===== config.mk =====
export PLATFORM = sky130hd
export DESIGN_NAME = ps2_rx_frame
export DESIGN_NICKNAME = d
export VERILOG_FILES = /design/src/rtl/ps2_pkg.sv /design/src/rtl/ps2_edge_filter.sv /design/src/rtl/ps2_rx_frame.sv
export SDC_FILE = /design/constraint.sdc
export NUM_CORES = 1
export LEC_CHECK = 0
export ABC_AREA = 1
export CORE_MARGIN = 2
export CORE_UTILIZATION = 59
export DETAILED_ROUTE_END_ITERATION = 16
export GPL_ROUTABILITY_DRIVEN = 0
export PLACE_DENSITY_LB_ADDON = 0.3
export RECOVER_POWER = 25
export SLEW_MARGIN = 20
export SYNTH_ARGS = -nofsm -noshare
export SYNTH_HDL_FRONTEND = slang
export SYNTH_SLANG_ARGS = --single-unit

===== constraint.sdc =====
create_clock -name clkin -period 2.1 [get_ports clkin]
set_input_delay 0.21 -clock clkin [delete_from_list [all_inputs] [get_ports clkin]]
set_output_delay 0.21 -clock clkin [all_outputs]
set_load 0.02 [all_outputs]

===== src/rtl/ps2_pkg.sv =====
// Shared constants, FSM state type and frame helpers for the PS/2 receive path.
package ps2_pkg;

    // Prefix bytes folded into the brk/ext flags.
    localparam logic [7:0] PS2_BRK = 8'hF0;
    localparam logic [7:0] PS2_EXT = 8'hE0;

    // Bit positions inside the captured frame (start bit is not stored).
    localparam int unsigned FRAME_BITS     = 10;
    localparam int unsigned FRAME_DATA_LSB = 0;
    localparam int unsigned FRAME_DATA_MSB = 7;
    localparam int unsigned FRAME_PARITY   = 8;
    localparam int unsigned FRAME_STOP     = 9;

    typedef enum logic [1:0] {
        StIdle,
        StShift,
        StCheck
    } ps2_state_e;

    // Odd parity over data+parity, and a high stop bit.
    function automatic logic frame_ok(input logic [FRAME_BITS-1:0] f);
        return ((^f[FRAME_DATA_MSB:FRAME_DATA_LSB]) ^ f[FRAME_PARITY]) & f[FRAME_STOP];
    endfunction

endpackage


===== src/rtl/ps2_edge_filter.sv =====
// Synchroniser, glitch filter and falling-edge detector for the PS/2 clock pin.
module ps2_edge_filter
    import ps2_pkg::*;
#(
    parameter int unsigned SYNC_STAGES = 2,
    parameter int unsigned FILTER_LEN  = 8
) (
    input  logic clkin,
    input  logic rst,
    input  logic pin_i,
    output logic fe_o
);

    localparam int unsigned CntW = (FILTER_LEN > 1) ? $clog2(FILTER_LEN) : 1;
    localparam logic [CntW-1:0] CntLast = CntW'(FILTER_LEN - 1);

    logic [SYNC_STAGES-1:0] sync_q, sync_d;
    logic [CntW-1:0]        cnt_q, cnt_d;
    logic                   kf_q, kf_d;
    logic                   kf_dly_q, kf_dly_d;
    logic                   fe_q, fe_d;
    logic                   samp;

    assign samp = sync_q[SYNC_STAGES-1];
    assign fe_o = fe_q;

    // Shift the raw pin through the synchroniser chain.
    always_comb begin
        sync_d    = sync_q;
        sync_d[0] = pin_i;
        for (int i = 1; i < SYNC_STAGES; i++) begin
            sync_d[i] = sync_q[i-1];
        end
    end

    // Count consecutive samples that disagree with kf; flip kf once enough have been seen.
    always_comb begin
        cnt_d    = cnt_q;
        kf_d     = kf_q;
        kf_dly_d = kf_q;
        if (samp == kf_q) begin
            cnt_d = '0;
        end else if (cnt_q == CntLast) begin
            kf_d  = samp;
            cnt_d = '0;
        end else begin
            cnt_d = cnt_q + CntW'(1);
        end
        // Registered one cycle after kf falls so fe lands SYNC+FILTER+1 cycles after the pin.
        fe_d = kf_dly_q & ~kf_q;
    end

    // State registers; everything presets to the idle (high) line level.
    always_ff @(posedge clkin) begin
        if (!rst) begin
            sync_q   <= '1;
            cnt_q    <= '0;
            kf_q     <= 1'b1;
            kf_dly_q <= 1'b1;
            fe_q     <= 1'b0;
        end else begin
            sync_q   <= sync_d;
            cnt_q    <= cnt_d;
            kf_q     <= kf_d;
            kf_dly_q <= kf_dly_d;
            fe_q     <= fe_d;
        end
    end

endmodule


===== src/rtl/ps2_rx_frame.sv =====
// PS/2 keyboard frame receiver: shifts in 11-bit frames, checks them, folds F0/E0 prefixes.
module ps2_rx_frame
    import ps2_pkg::*;
#(
    parameter int unsigned SYNC_STAGES = 2,
    parameter int unsigned FILTER_LEN  = 8,
    parameter int unsigned TIMEOUT_CYC = 100000
) (
    input  logic       clkin,
    input  logic       rst,
    input  logic       kbclk,
    input  logic       kbdata,
    output logic [7:0] code,
    output logic       code_vld,
    output logic       brk,
    output logic       ext,
    output logic       err,
    output logic       busy
);

    localparam int unsigned TmoW = $clog2(TIMEOUT_CYC + 1);
    localparam logic [TmoW-1:0] TmoMax = TmoW'(TIMEOUT_CYC);

    logic                   fe;
    logic [SYNC_STAGES-1:0] dsync_q, dsync_d;
    logic                   data_s;

    ps2_state_e             state_q, state_d;
    logic [3:0]             bitcnt_q, bitcnt_d;
    logic [FRAME_BITS-1:0]  frame_q, frame_d;
    logic [TmoW-1:0]        tmo_q, tmo_d;
    logic                   brk_pend_q, brk_pend_d;
    logic                   ext_pend_q, ext_pend_d;
    logic [7:0]             code_q, code_d;
    logic                   brk_q, brk_d;
    logic                   ext_q, ext_d;
    logic                   code_vld_q, code_vld_d;
    logic                   err_q, err_d;
    logic [7:0]             frame_data;

    ps2_edge_filter #(
        .SYNC_STAGES (SYNC_STAGES),
        .FILTER_LEN  (FILTER_LEN)
    ) u_clk_filt (
        .clkin (clkin),
        .rst   (rst),
        .pin_i (kbclk),
        .fe_o  (fe)
    );

    assign data_s     = dsync_q[SYNC_STAGES-1];
    assign frame_data = frame_q[FRAME_DATA_MSB:FRAME_DATA_LSB];

    assign code     = code_q;
    assign code_vld = code_vld_q;
    assign brk      = brk_q;
    assign ext      = ext_q;
    assign err      = err_q;
    assign busy     = (state_q != StIdle);

    // Data pin only needs synchronising; it is stable while the clock is low.
    always_comb begin
        dsync_d    = dsync_q;
        dsync_d[0] = kbdata;
        for (int i = 1; i < SYNC_STAGES; i++) begin
            dsync_d[i] = dsync_q[i-1];
        end
    end

    // Frame FSM: next state, shift register, timeout and decoded outputs.
    always_comb begin
        state_d    = state_q;
        bitcnt_d   = bitcnt_q;
        frame_d    = frame_q;
        tmo_d      = tmo_q;
        brk_pend_d = brk_pend_q;
        ext_pend_d = ext_pend_q;
        code_d     = code_q;
        brk_d      = brk_q;
        ext_d      = ext_q;
        code_vld_d = 1'b0;
        err_d      = 1'b0;

        unique case (state_q)
            StIdle: begin
                tmo_d    = '0;
                bitcnt_d = '0;
                if (fe) begin
                    if (!data_s) begin
                        state_d = StShift;
                    end else begin
                        // False start: line went low with data high.
                        err_d = 1'b1;
                    end
                end
            end

            StShift: begin
                // An fe in the same cycle as the timeout wins.
                if (fe) begin
                    for (int i = 0; i < FRAME_BITS; i++) begin
                        if (bitcnt_q == 4'(i)) begin
                            frame_d[i] = data_s;
                        end
                    end
                    bitcnt_d = bitcnt_q + 4'd1;
                    tmo_d    = '0;
                    if (bitcnt_q == 4'(FRAME_STOP)) begin
                        state_d = StCheck;
                    end
                end else if (tmo_q == TmoMax) begin
                    err_d      = 1'b1;
                    brk_pend_d = 1'b0;
                    ext_pend_d = 1'b0;
                    state_d    = StIdle;
                end else begin
                    tmo_d = tmo_q + TmoW'(1);
                end
            end

            StCheck: begin
                state_d = StIdle;
                if (!frame_ok(frame_q)) begin
                    err_d      = 1'b1;
                    brk_pend_d = 1'b0;
                    ext_pend_d = 1'b0;
                end else if (frame_data == PS2_BRK) begin
                    brk_pend_d = 1'b1;
                end else if (frame_data == PS2_EXT) begin
                    ext_pend_d = 1'b1;
                end else begin
                    code_d     = frame_data;
                    brk_d      = brk_pend_q;
                    ext_d      = ext_pend_q;
                    code_vld_d = 1'b1;
                    brk_pend_d = 1'b0;
                    ext_pend_d = 1'b0;
                end
            end

            default: begin
                state_d = StIdle;
            end
        endcase
    end

    // State and output registers with synchronous active-low reset.
    always_ff @(posedge clkin) begin
        if (!rst) begin
            dsync_q    <= '1;
            state_q    <= StIdle;
            bitcnt_q   <= '0;
            frame_q    <= '0;
            tmo_q      <= '0;
            brk_pend_q <= 1'b0;
            ext_pend_q <= 1'b0;
            code_q     <= '0;
            brk_q      <= 1'b0;
            ext_q      <= 1'b0;
            code_vld_q <= 1'b0;
            err_q      <= 1'b0;
        end else begin
            dsync_q    <= dsync_d;
            state_q    <= state_d;
            bitcnt_q   <= bitcnt_d;
            frame_q    <= frame_d;
            tmo_q      <= tmo_d;
            brk_pend_q <= brk_pend_d;
            ext_pend_q <= ext_pend_d;
            code_q     <= code_d;
            brk_q      <= brk_d;
            ext_q      <= ext_d;
            code_vld_q <= code_vld_d;
            err_q      <= err_d;
        end
    end

endmodule


# Word-level counts from Yosys, hierarchy flattened

Cells that the tools add are included.

Equal/unequal tests: 26
Reduce and logical (&&, ||, !) cells: 25
Bitwise logic cells: 10
Multiplexer cells: 28
Add/subtract/negate cells: 3

Operators by type and width:

| operator                | number |
|---|---|
| $mux W17                | 2 |
| $pmux W17 S2            | 1 |
| $reduce_and A3 Y1       | 10 |
| $add A17 B1 Y17 const B | 1 |
| $eq A17 B17 Y1 const B  | 1 |
| $eq A4 B3 Y1 const B    | 4 |
| $eq A8 B8 Y1 const B    | 2 |
| $reduce_and A4 Y1       | 4 |
| $mux W1                 | 14 |
| $mux W2                 | 5 |
| $eq A4 B2 Y1 const B    | 2 |
| $eq A4 B4 Y1 const B    | 2 |
| $pmux W4 S2             | 1 |
| $reduce_xor A8 Y1       | 1 |
| $not A1 Y1              | 7 |
| $ne A2 B2 Y1 const B    | 3 |
| $ne A3 B2 Y1 const B    | 2 |
| $ne A3 B3 Y1 const B    | 2 |
| $reduce_and A2 Y1       | 3 |
| $reduce_bool A2 Y1      | 3 |
| $add A4 B1 Y4 const B   | 1 |
| $eq A4 B1 Y1 const B    | 1 |
| $logic_not A4 Y1        | 1 |
| $mux W4                 | 1 |
| other kinds (15)        | 18 |

Output and inout bits: 13
Bits in registers: 57
Input port bits: 4
Word-level logic and storage cells: 118

# Depth between registers and ports, before layout

Gate-level depths: netlist of the first run.

Depth in word-level cells: 5
Depth in mapped cells: 12

# By module

A second synthesis of the first run with hierarchy kept.

Cell total of the unflattened synthesis: 385
Area total of the unflattened synthesis: 2,931.6 sq um

Modules (own cells, without submodules):

| module          | cells an instance | area each (sq um) | instances |
|---|---|---|---|
| ps2_rx_frame    | 356               | 2,653.8           | 1 |
| ps2_edge_filter | 29                | 277.8             | 1 |

# Least setup slack after synthesis of the first run

Ideal clock, no wire load.

Path type: reg2reg
Start point: register frame_q[2]
End point: register brk_q (netlist: brk)
Path slack: 0.500 ns
Data required time: 1.968 ns
Arrival time: 1.468 ns
Period minus slack after synthesis: 1.600 ns
Cell stages (with the launch flop): 11
Path through: dfxtp_1 > inv_1 > ha_1 > xor2_1 > nand3_1 > nand2_1 > nor2_2 > nand2_1 > buf_4 > nand2_1 > a21oi_1

Cells in the longest elaborated chain, start to end: 4
Elaborated cells on any way between the ends: 8
Those cells by class: 2 x eq/ne; 4 x bitwise; 2 x reduce/logical

RTL lines:

| item                            | line                | source |
|---|---|---|
| from (decl)                     | ps2_rx_frame.sv:30  | `logic [FRAME_BITS-1:0] frame_q, frame_d;` |
| from (signal assigned)          | ps2_rx_frame.sv:166 | `frame_q <= frame_d;` |
| $reduce_xor A8 Y1               | ps2_pkg.sv:23       | `return ((^f[FRAME_DATA_MSB:FRAME_DATA_LSB]) ^ f[FRAME_PARITY]) & f[FRAME_STOP];` |
| $xor A1 B1 Y1                   | ps2_pkg.sv:23       |  |
| $and A1 B1 Y1                   | ps2_pkg.sv:23       |  |
| $reduce_and A4 Y1 (no line) (*) | --                  |  |
| to (signal assigned)            | ps2_rx_frame.sv:171 | `brk_q <= brk_d;` |
| to (decl)                       | ps2_rx_frame.sv:35  | `logic brk_q, brk_d;` |

Every way passes the cells marked *; elsewhere a longest branch is shown, timed or not.
A chain may end at the register's enable or synchronous reset.

# Worst setup path in the final report of the first run

Start point: register frame_q[4]
End point: register brk_pend_q

Cells in the longest elaborated chain, start to end: 5
Elaborated cells on any way between the ends: 10
Those cells by class: 3 x eq/ne; 3 x mux; 2 x bitwise; 2 x reduce/logical

RTL lines:

| item                                                              | line                | source |
|---|---|---|
| $reduce_xor A8 Y1                                                 | ps2_pkg.sv:23       |  |
| $xor A1 B1 Y1                                                     | ps2_pkg.sv:23       |  |
| $and A1 B1 Y1                                                     | ps2_pkg.sv:23       |  |
| $ne A4 B4 Y1 (no line) / $mux W1 (equally long branches)          | --                  |  |
| $reduce_and A4 Y1 (no line) / $pmux W1 S2 (equally long branches) | --                  |  |
| to (signal assigned)                                              | ps2_rx_frame.sv:168 | `brk_pend_q <= brk_pend_d;` |
| to (decl)                                                         | ps2_rx_frame.sv:32  | `logic brk_pend_q, brk_pend_d;` |

Parallel ways exist; a longest one is shown, timed or not.

==> metrics.csv, run 1 <==
metric,value,unit
Rel. slew slack,0.726,
Flop pwr share,0.535,
required time of the critical path,2330,ps
clk_lat worst skew,340,ps
setup TNS,0,ps
Syn Nets,419,
"antenna viol nets, final",0,
Max Cap Violations,0,
fmax,509,MHz
most frequent cell after synthesis,nand2_1,
final core utilization,0.694,
Worst R2R Path Depth,11,
WHS Endpoint,dsync_q[1]$_SDFF_PN1_,
Synth top area share,0.398,
Synth top cells by count,"nand2_1, dfxtp_1, inv_1, nand3_1, a21oi_1",
Critical path origin,frame_q[4]$_SDFFE_PN0P_,
r2r setup slk,130,ps
Layout Skew,9.60,ps
PD cells,625,nW/um2
initial antenna violation count,0,
P_sw,445,uW
post-synthesis sequential area ratio,0.398,
number of vias in the routed layout,2638,
hpwl dp,4620,um
Starting Density,0.611,
nets@finish,442,
Slew @ Worst Pin,410,ps
first-pass GRT wire length,10300,um
Port Buf Inserts,16,
CTS root buf,clkbuf_8,
drt pass-1 iters,4,
share of layout cells above drive strength 1,0.0930,
Ant. Diodes,0,
Residual DRC,0,
CTS Buf Count,9,
Hold Path Cell Cnt,1,
Startpoint Class,register,
CTS sink cnt,57,
CTS tree,yes,
total gr overflow,0,
"Clk pin slew, worst setup/hold paths",60,ps
CP Max Fanout,7,
critical path class,register to register,
"Arr. time, crit path",2200,ps
predominant post-synthesis flop cell,dfxtp_1,
r2r endpoint,brk_pend_q$_SDFFE_PN0P_,
Die H,73.7,um
P&R area growth vs syn,13.6,%
"area leader, netlist",dfxtp_1,
number of DRC markers in iteration 0,322,
Peak VDD IR,480,uV
Synth area leaders,"dfxtp_1, nand2_1, nand3_1, inv_1, a21oi_1",
routed len/inst,13.1,um
outcome,"finished, final reports clean",
yosys warns,0,
die width,73.7,um
Bufs on Longest Clock Path,2,
"flops & latches, synth",57,
largest net degree at the start of global routing,22,
CTS resizes,0,
syn_area_per_cell,7.13,um2
Clock power frac,0.449,
Global Route Usage Sum,0.249,
number of I/O pins,17,
H-Tree Depth,3,
worst r2r src,frame_q[4]$_SDFFE_PN0P_,
Core Region,4690,um2
minimum hold slack,411,ps
crit share post-route,0.936,
Netlist cell types,32,
hold buffer count at cts,0,
HP Class,register to register,
setup slack after layout,135,ps
final hold vios,0,
Slew Limit Fails,0,
Cells after Synth,402,
Synth Cell Area,2870,um2
"Async S/R FF share, synth",0,
die area,5430,um2
Post-CTS Setup Bufs,0,
RSZ-0062 raised after global routing,no,
Worst setup EP type,register,
row count,25,
HP Start,dsync_q[0]$_SDFF_PN1_,
sw frac,0.219,
Vias/cell,5.45,
number of synthesized flops with an enable pin,0,
Comb power frac,0.015,
vias in the first global route,2318,
final setup vio count,0,
dpl ws,152,ps
cell-internal power,1590,uW
final wirelength,6360,um
Leak,0.00127,uW
fin crit period,1970,ps
-- cell type report --
type                       count  area [um2]
timing repair buffer          23         213
tap                           54        67.6
fill                         406        1440
inverter                      59         224
sequential                    57        1140
clock inverter                 2        12.5
multi-input combinational    275        1440
clock buffer                  14         163
-- critical path, stage by stage, from the launching register on --
cell and delay (ps):
dfxtp_1 380, inv_1 60, ha_1 310, inv_1 60, nand3_1 110, nand3_1 140
nand2_1 90, nor2_2 250, buf_4 210, nand3_1 70, a21oi_1 130, nor2_1 50
-- sequential cells by signal (all words and copies together) (netlist names), 2 cells and up --
signal             flops
dsync_q                2
frame_q               10
state_q                2
u_clk_filt.sync_q      2
tmo_q                 17
code                   8
bitcnt_q               4
u_clk_filt.cnt_q       3
-- metal layers --
layer	global-route usage	up-vias	wire length, um	share of wire
li1	-	1357	-	-
met1	0.327	1182	2920	0.46
met2	0.386	87	2910	0.46
met3	0.0521	12	399	0.063
met4	0.127	0	130	0.020
met5	0	-	0	0
-- metrics by stage --
stage | area (um2) | std cells | total power (uW)
global placement | 3090 | 468 | 1140
finish | 3260 | 484 | 2030
CTS | 3260 | 484 | 2040
detailed placement | 3090 | 468 | 1140
floorplan | 2870 | 402 | 1130
global route | 3260 | 484 | 2090
-- cell families (layout without fill, tap and decap cells) --
group / count (synthesis) / after routing / share of synthesized area
adders and majority gates: 13 / 13 / 0.0568
and+or+nand+nor: 193 / 193 / 0.317
AOI/OAI and AO/OA: 66 / 66 / 0.120
xor gates and xnor gates: 3 / 3 / 0.00917
DFF: 57 / 57 / 0.398
buffers and inverters: 70 / 98 / 0.0991
-- worst max path at each step --
stage / end / slack, ps / depth (start not counted)
after global placement: code[3]$_SDFFE_PN0P_ / 260 / 9
after detailed placement: code[1]$_SDFFE_PN0P_ / 150 / 10
final: brk_pend_q$_SDFFE_PN0P_ / 130 / 11
after global routing: code[6]$_SDFFE_PN0P_ / 10 / 10
after CTS: code[7]$_SDFFE_PN0P_ / 140 / 10
after floorplan: brk$_SDFFE_PN0P_ / 500 / 10
-- power groups by stage --
stage	Clock [uW]	Sequential [uW]	Combinational, uW
after floorplan	0	1110	20.0
after global placement	0	1110	31.0
after detailed placement	0	1110	31.8
after CTS	915	1090	31.6
after global routing	964	1090	34.4
final	914	1090	31.4
-- layout by cell type (no fill, tap or decap), drive strengths merged, types with 13 or more instances in the layout --
master | Yosys | routed
a21oi | 38 | 38
clkbuf | 5 | 14
clkdlybuf4s50 | 0 | 14
dfxtp | 57 | 57
ha | 13 | 13
inv | 59 | 59
nand2 | 74 | 74
nand3 | 46 | 46
nand4 | 16 | 16
nor2 | 42 | 42
o21ai | 23 | 23
Power figures use the tool's default switching activity.
==> inputs of run 2 (changes only) <==
--- a/config.mk
+++ b/config.mk
@@ -7,7 +7,7 @@
 export LEC_CHECK = 0
 export ABC_AREA = 1
 export CORE_MARGIN = 2
-export CORE_UTILIZATION = 59
+export CORE_UTILIZATION = 60
 export DETAILED_ROUTE_END_ITERATION = 16
 export GPL_ROUTABILITY_DRIVEN = 0
 export PLACE_DENSITY_LB_ADDON = 0.3
==> constraint.sdc (replaced) <==
create_clock -name clkin -period 2.5 [get_ports clkin]
set_input_delay 0.25 -clock clkin [delete_from_list [all_inputs] [get_ports clkin]]
set_output_delay 0.25 -clock clkin [all_outputs]
set_load 0.02 [all_outputs]
==> run 2 against run 1 <==
Effect of this change: cell count decreased by 0.83%; combinational power decreased by 19%; sequential power decreased by 16%; clock skew decreased by 2.6 ps; first-iteration DRC count decreased by 12%; via count increased by 1.1%; utilization increased by 0.063 points.
==> metrics.csv, run 2 (synthesized netlist as in run 1, its figures left out) <==
metric,value,unit
Bufs on Longest Clock Path,2,
"Clk pin slew, worst setup/hold paths",70,ps
Port Buf Inserts,16,
Residual DRC,0,
routed len/inst,12.9,um
hold buffer count at cts,0,
setup TNS,0,ps
die width,73.1,um
number of I/O pins,17,
Top reg by flops,tmo_q,
largest net degree at the start of global routing,16,
Vias/cell,5.56,
Global Route Usage Sum,0.263,
fin crit period,2080,ps
"antenna viol nets, final",0,
final setup vio count,0,
Final Instance Area,3240,um2
M3 GR Usage,0.0428,
die area,5340,um2
Post-DP Area,3060,um2
fmax,480,MHz
required time of the critical path,2770,ps
"commonest non-fill, non-tap cell in the layout",nand2_1,
Peak VDD IR,435,uV
Slew Limit Fails,0,
hpwl dp,4450,um
first-pass GRT wire length,11000,um
CTS tree,yes,
PD cells,557,nW/um2
met1 Use GR,0.361,
Post-CTS Setup Bufs,0,
vias in the first global route,2489,
CP Max Fanout,10,
number of DRC markers in iteration 0,282,
Largest register FFs,17,
Core Region,4660,um2
P&R area growth vs syn,13.0,%
H-Tree Depth,3,
share of layout cells above drive strength 1,0.0822,
Die H,73.1,um
clk_lat worst skew,340,ps
Layout Skew,6.99,ps
RSZ-0062 raised after global routing,no,
"Most Used Layer, Global Route",met2,
Ant. Diodes,0,
crit share post-route,0.833,
outcome,"finished, final reports clean",
Filler Cells Inserted,395,
initial antenna violation count,0,
Worst setup EP type,register,
row count,25,
CTS resizes,0,
CTS sink cnt,57,
CTS Buf Count,9,
final hold vios,0,
drt pass-1 iters,5,
critical path class,register to register,
Leak,0.00124,uW
nets@finish,439,
final wirelength,6200,um
Startpoint Class,register,
Max Cap Violations,0,
routing usage on met2,0.402,
CTS root buf,clkbuf_8,
total gr overflow,0,
Slew @ Worst Pin,662,ps
Starting Density,0.615,
number of vias in the routed layout,2668,
Rel. slew slack,0.557,
most frequent cells in the layout,"nand2_1, inv_1, dfxtp_1",
"Arr. time, crit path",2350,ps
HP Class,register to register,
-- run 2: cell types whose count changed in the layout (fill, tap and decap cells not counted), sizes merged --
cell and delta:
bufinv +1, dlygate4sd3 +1, clkbuf -1, inv -1, clkdlybuf4s50 -1, clkinv +1
buf -4
-- run 2: final timing paths --
path,from,endpoint,slack [ps],cells past startpoint
worst min-delay path,u_clk_filt.kf_dly_q$_SDFF_PN1_,u_clk_filt.fe_o$_SDFF_PN0_,410,2
worst max-delay path,state_q[0]$_SDFFE_PN0P_,frame_q[7]$_SDFFE_PN0P_,420,8
worst min register to register,u_clk_filt.kf_dly_q$_SDFF_PN1_,u_clk_filt.fe_o$_SDFF_PN0_,410,2
worst max register to register,state_q[0]$_SDFFE_PN0P_,frame_q[7]$_SDFFE_PN0P_,420,8
-- run 2: cell type report --
type | count | area, um2 | area share
Clock buffer | 12 | 155 | 0.0479
Clock inverter | 3 | 40.0 | 0.0124
Multi-Input combinational cell | 275 | 1420 | 0.440
Tap cell | 54 | 67.6 | 0.0209
Timing Repair Buffer | 20 | 186 | 0.0576
Sequential cell | 57 | 1140 | 0.353
Inverter | 59 | 223 | 0.0688
-- run 2: report_power, final --
group | switching (uW) | internal (uW) | total, uW | leakage, uW
sequential | 3.32 | 912 | 915 | 0.000460
combinational | 15.7 | 9.82 | 25.5 | 0.000675
clock | 357 | 506 | 862 | 0.000102
total | 376 | 1430 | 1800 | 0.00124
-- run 2: per-layer routing --
| layer | wire length, um | part of all wire |
|---|---|---|
| met5 | 0 | 0 |
| met4 | 64 | 0.010 |
| met3 | 317 | 0.051 |
| met2 | 2800 | 0.45 |
| met1 | 3020 | 0.49 |
-- run 2: critical path, stage by stage (launching register included) --
cell and delay (ps):
dfxtp_1 340, inv_1 80, nor2_4 200, clkinvlp_2 170, nor2_1 530, nand2_1 300, inv_1 140, nand3_1 80
a21oi_1 170
-- run 2: through the flow --
| stage | hold slack (ps) | utilization | std cells | power, uW | setup slack (ps) |
|---|---|---|---|---|---|
| after CTS | 415 | 0.699 | 480 | 1810 | 467 |
| after detailed placement | 406 | 0.657 | 465 | 962 | 508 |
| final | 412 | 0.694 | 480 | 1800 | 418 |
| after global routing | 428 | 0.694 | 480 | 1850 | 168 |
| after global placement | 395 | 0.657 | 465 | 961 | 646 |
| after floorplan | 357 | - | 402 | 950 | 900 |
==> inputs of run 3 (changes only) <==
--- a/config.mk
+++ b/config.mk
@@ -7,7 +7,7 @@
 export LEC_CHECK = 0
 export ABC_AREA = 1
 export CORE_MARGIN = 2
-export CORE_UTILIZATION = 60
+export CORE_UTILIZATION = 59
 export DETAILED_ROUTE_END_ITERATION = 16
 export GPL_ROUTABILITY_DRIVEN = 0
 export PLACE_DENSITY_LB_ADDON = 0.3
==> constraint.sdc (replaced) <==
create_clock -name clkin -period 1.95 [get_ports clkin]
set_input_delay 0.195 -clock clkin [delete_from_list [all_inputs] [get_ports clkin]]
set_output_delay 0.195 -clock clkin [all_outputs]
set_load 0.02 [all_outputs]
==> run 3 against run 2 <==
Effect of this change: combinational power up 35%; via count down 0.11%; critical endpoint is now code[4]$_SDFFE_PN0P_; utilization up 1.2 points; count of clock-buffer cells in the layout down 1; total power up 35%; critical path depth up 1; clock power up 42%; register-to-register slack worse by 260 ps; worst hold slack worse by 2.6 ps; maximum frequency up 16%.
==> metrics.csv, run 3 (synthesized netlist as in run 1, its figures left out) <==
metric,value,unit
outcome,"finished, final reports clean",
Leak,0.00130,uW
Worst R2R Path Depth,9,
drt pass-1 iters,5,
Post-CTS Setup Bufs,0,
"antenna viol nets, final",0,
CTS root buf,clkbuf_8,
largest net degree at the start of global routing,20,
r2r endpoint,code[4]$_SDFFE_PN0P_,
Vias/cell,5.52,
share of layout cells above drive strength 1,0.0979,
H-Tree Depth,3,
fin crit period,1800,ps
required time of the critical path,2220,ps
Global Route Usage Sum,0.251,
Filler Cells Inserted,398,
initial antenna violation count,0,
vias in the first global route,2381,
die area,5430,um2
Ant. Diodes,0,
Residual DRC,0,
final core utilization,0.707,
final hold vios,0,
CTS Buf Count,9,
crit share post-route,0.921,
"Arr. time, crit path",2070,ps
Rel. slew slack,0.696,
Post-DP Area,3090,um2
Hold Path Cell Cnt,2,
"Cell Chain, Critical Path",inv_1 > ha_1 > xor2_1 > nand3_1 > nand2_1 > nor2_4 > buf_4 > nand3_1 > a21oi_1,
row count,25,
Startpoint Class,register,
"Clk pin slew, worst setup/hold paths",70,ps
"commonest non-fill, non-tap cell in the layout",nand2_1,
HP Start,u_clk_filt.kf_dly_q$_SDFF_PN1_,
CTS tree,yes,
setup TNS,0,ps
Slew @ Worst Pin,456,ps
critical path class,register to register,
routed len/inst,12.8,um
number of DRC markers in iteration 0,165,
WHS Endpoint,u_clk_filt.fe_o$_SDFF_PN0_,
register area,1140,um2
total gr overflow,0,
Port Buf Inserts,16,
Max Cap Violations,0,
nets@finish,443,
clk_lat worst skew,340,ps
HP Class,register to register,
"slowest stage cell, crit path",dfxtp_1,
Largest register FFs,17,
final wirelength,6200,um
fmax,557,MHz
Final Instance Area,3320,um2
number of vias in the routed layout,2665,
final setup vio count,0,
CTS sink cnt,57,
Top reg by flops,tmo_q,
P&R area growth vs syn,15.8,%
multi-input logic area,1450,um2
Die H,73.7,um
Layout Skew,9.26,ps
Slew Limit Fails,0,
r2r setup slk,150,ps
die width,73.7,um
Critical path origin,frame_q[0]$_SDFFE_PN0P_,
Bufs on Longest Clock Path,2,
Slowest Stage Delay on Critical Path,370,ps
worst r2r src,frame_q[0]$_SDFFE_PN0P_,
most frequent cells in the layout,"nand2_1, inv_1, dfxtp_1",
first-pass GRT wire length,10300,um
RSZ-0062 raised after global routing,no,
PD cells,732,nW/um2
Starting Density,0.611,
number of I/O pins,17,
hpwl dp,4550,um
Core Region,4690,um2
CP Max Fanout,8,
hold buffer count at cts,0,
"Top cell by count, worst path",nand3_1,
Peak VDD IR,494,uV
Worst setup EP type,register,
==> run 3: through the flow <==
stage	hold WS [ps]	setup slack, ps	total power [uW]	std cells
floorplan	302	350	1220	402
global placement	395	137	1230	469
detailed placement	403	61.0	1230	469
CTS	410	42.4	2440	483
global route	413	13.0	2480	483
finish	409	154	2430	483
==> run 3: layout make-up <==
class	instances	area share
inverter	59	0.0675
multi-input combinational	275	0.436
clock buffer	11	0.0456
timing repair buffer	24	0.0664
clock inverter	3	0.0196
sequential	57	0.344
tap	54	0.0204
==> run 3: report_power, final <==
part           internal, uW  total (uW)  switching [uW]
Clock                   772        1220             447
Combinational          13.6        34.5            20.9
Sequential             1170        1170            4.39
Total                  1950        2430             472
==> run 3: repair_timing <==
item,CTS,global route
resized for setup,0,2
setup endpoints to repair,0,11
hold endpoints to repair,0,0
==> run 3: metal layers <==
metal,global-route usage,vias to the layer above,part of all wire,routed length [um]
met4,0.139,0,0.028,176
met3,0.0562,17,0.050,312
met2,0.369,85,0.43,2680
li1,-,1359,-,-
met1,0.339,1204,0.49,3020
met5,0,-,0,0
==> run 3: worst max-delay path: cells and delay by family (launching register included) <==
family	cells	cell delay (ps)
buffers and inverters	2	230
DFF	1	370
and+or+nand+nor	4	480
AOI/OAI and AO/OA	1	160
xor gates and xnor gates	1	170
adders and majority gates	1	330
==> run 3: how the worst max path moves through the flow <==
stage,end,slack (ps),cells after the start
2_1_floorplan,brk$_SDFFE_PN0P_,350,10
3_3_place_gp,code[3]$_SDFFE_PN0P_,140,9
3_5_place_dp,code[3]$_SDFFE_PN0P_,60,9
4_1_cts,code[7]$_SDFFE_PN0P_,40,9
5_1_grt,code[0]$_SDFFE_PN0P_,10,10
6_report,code[4]$_SDFFE_PN0P_,150,9
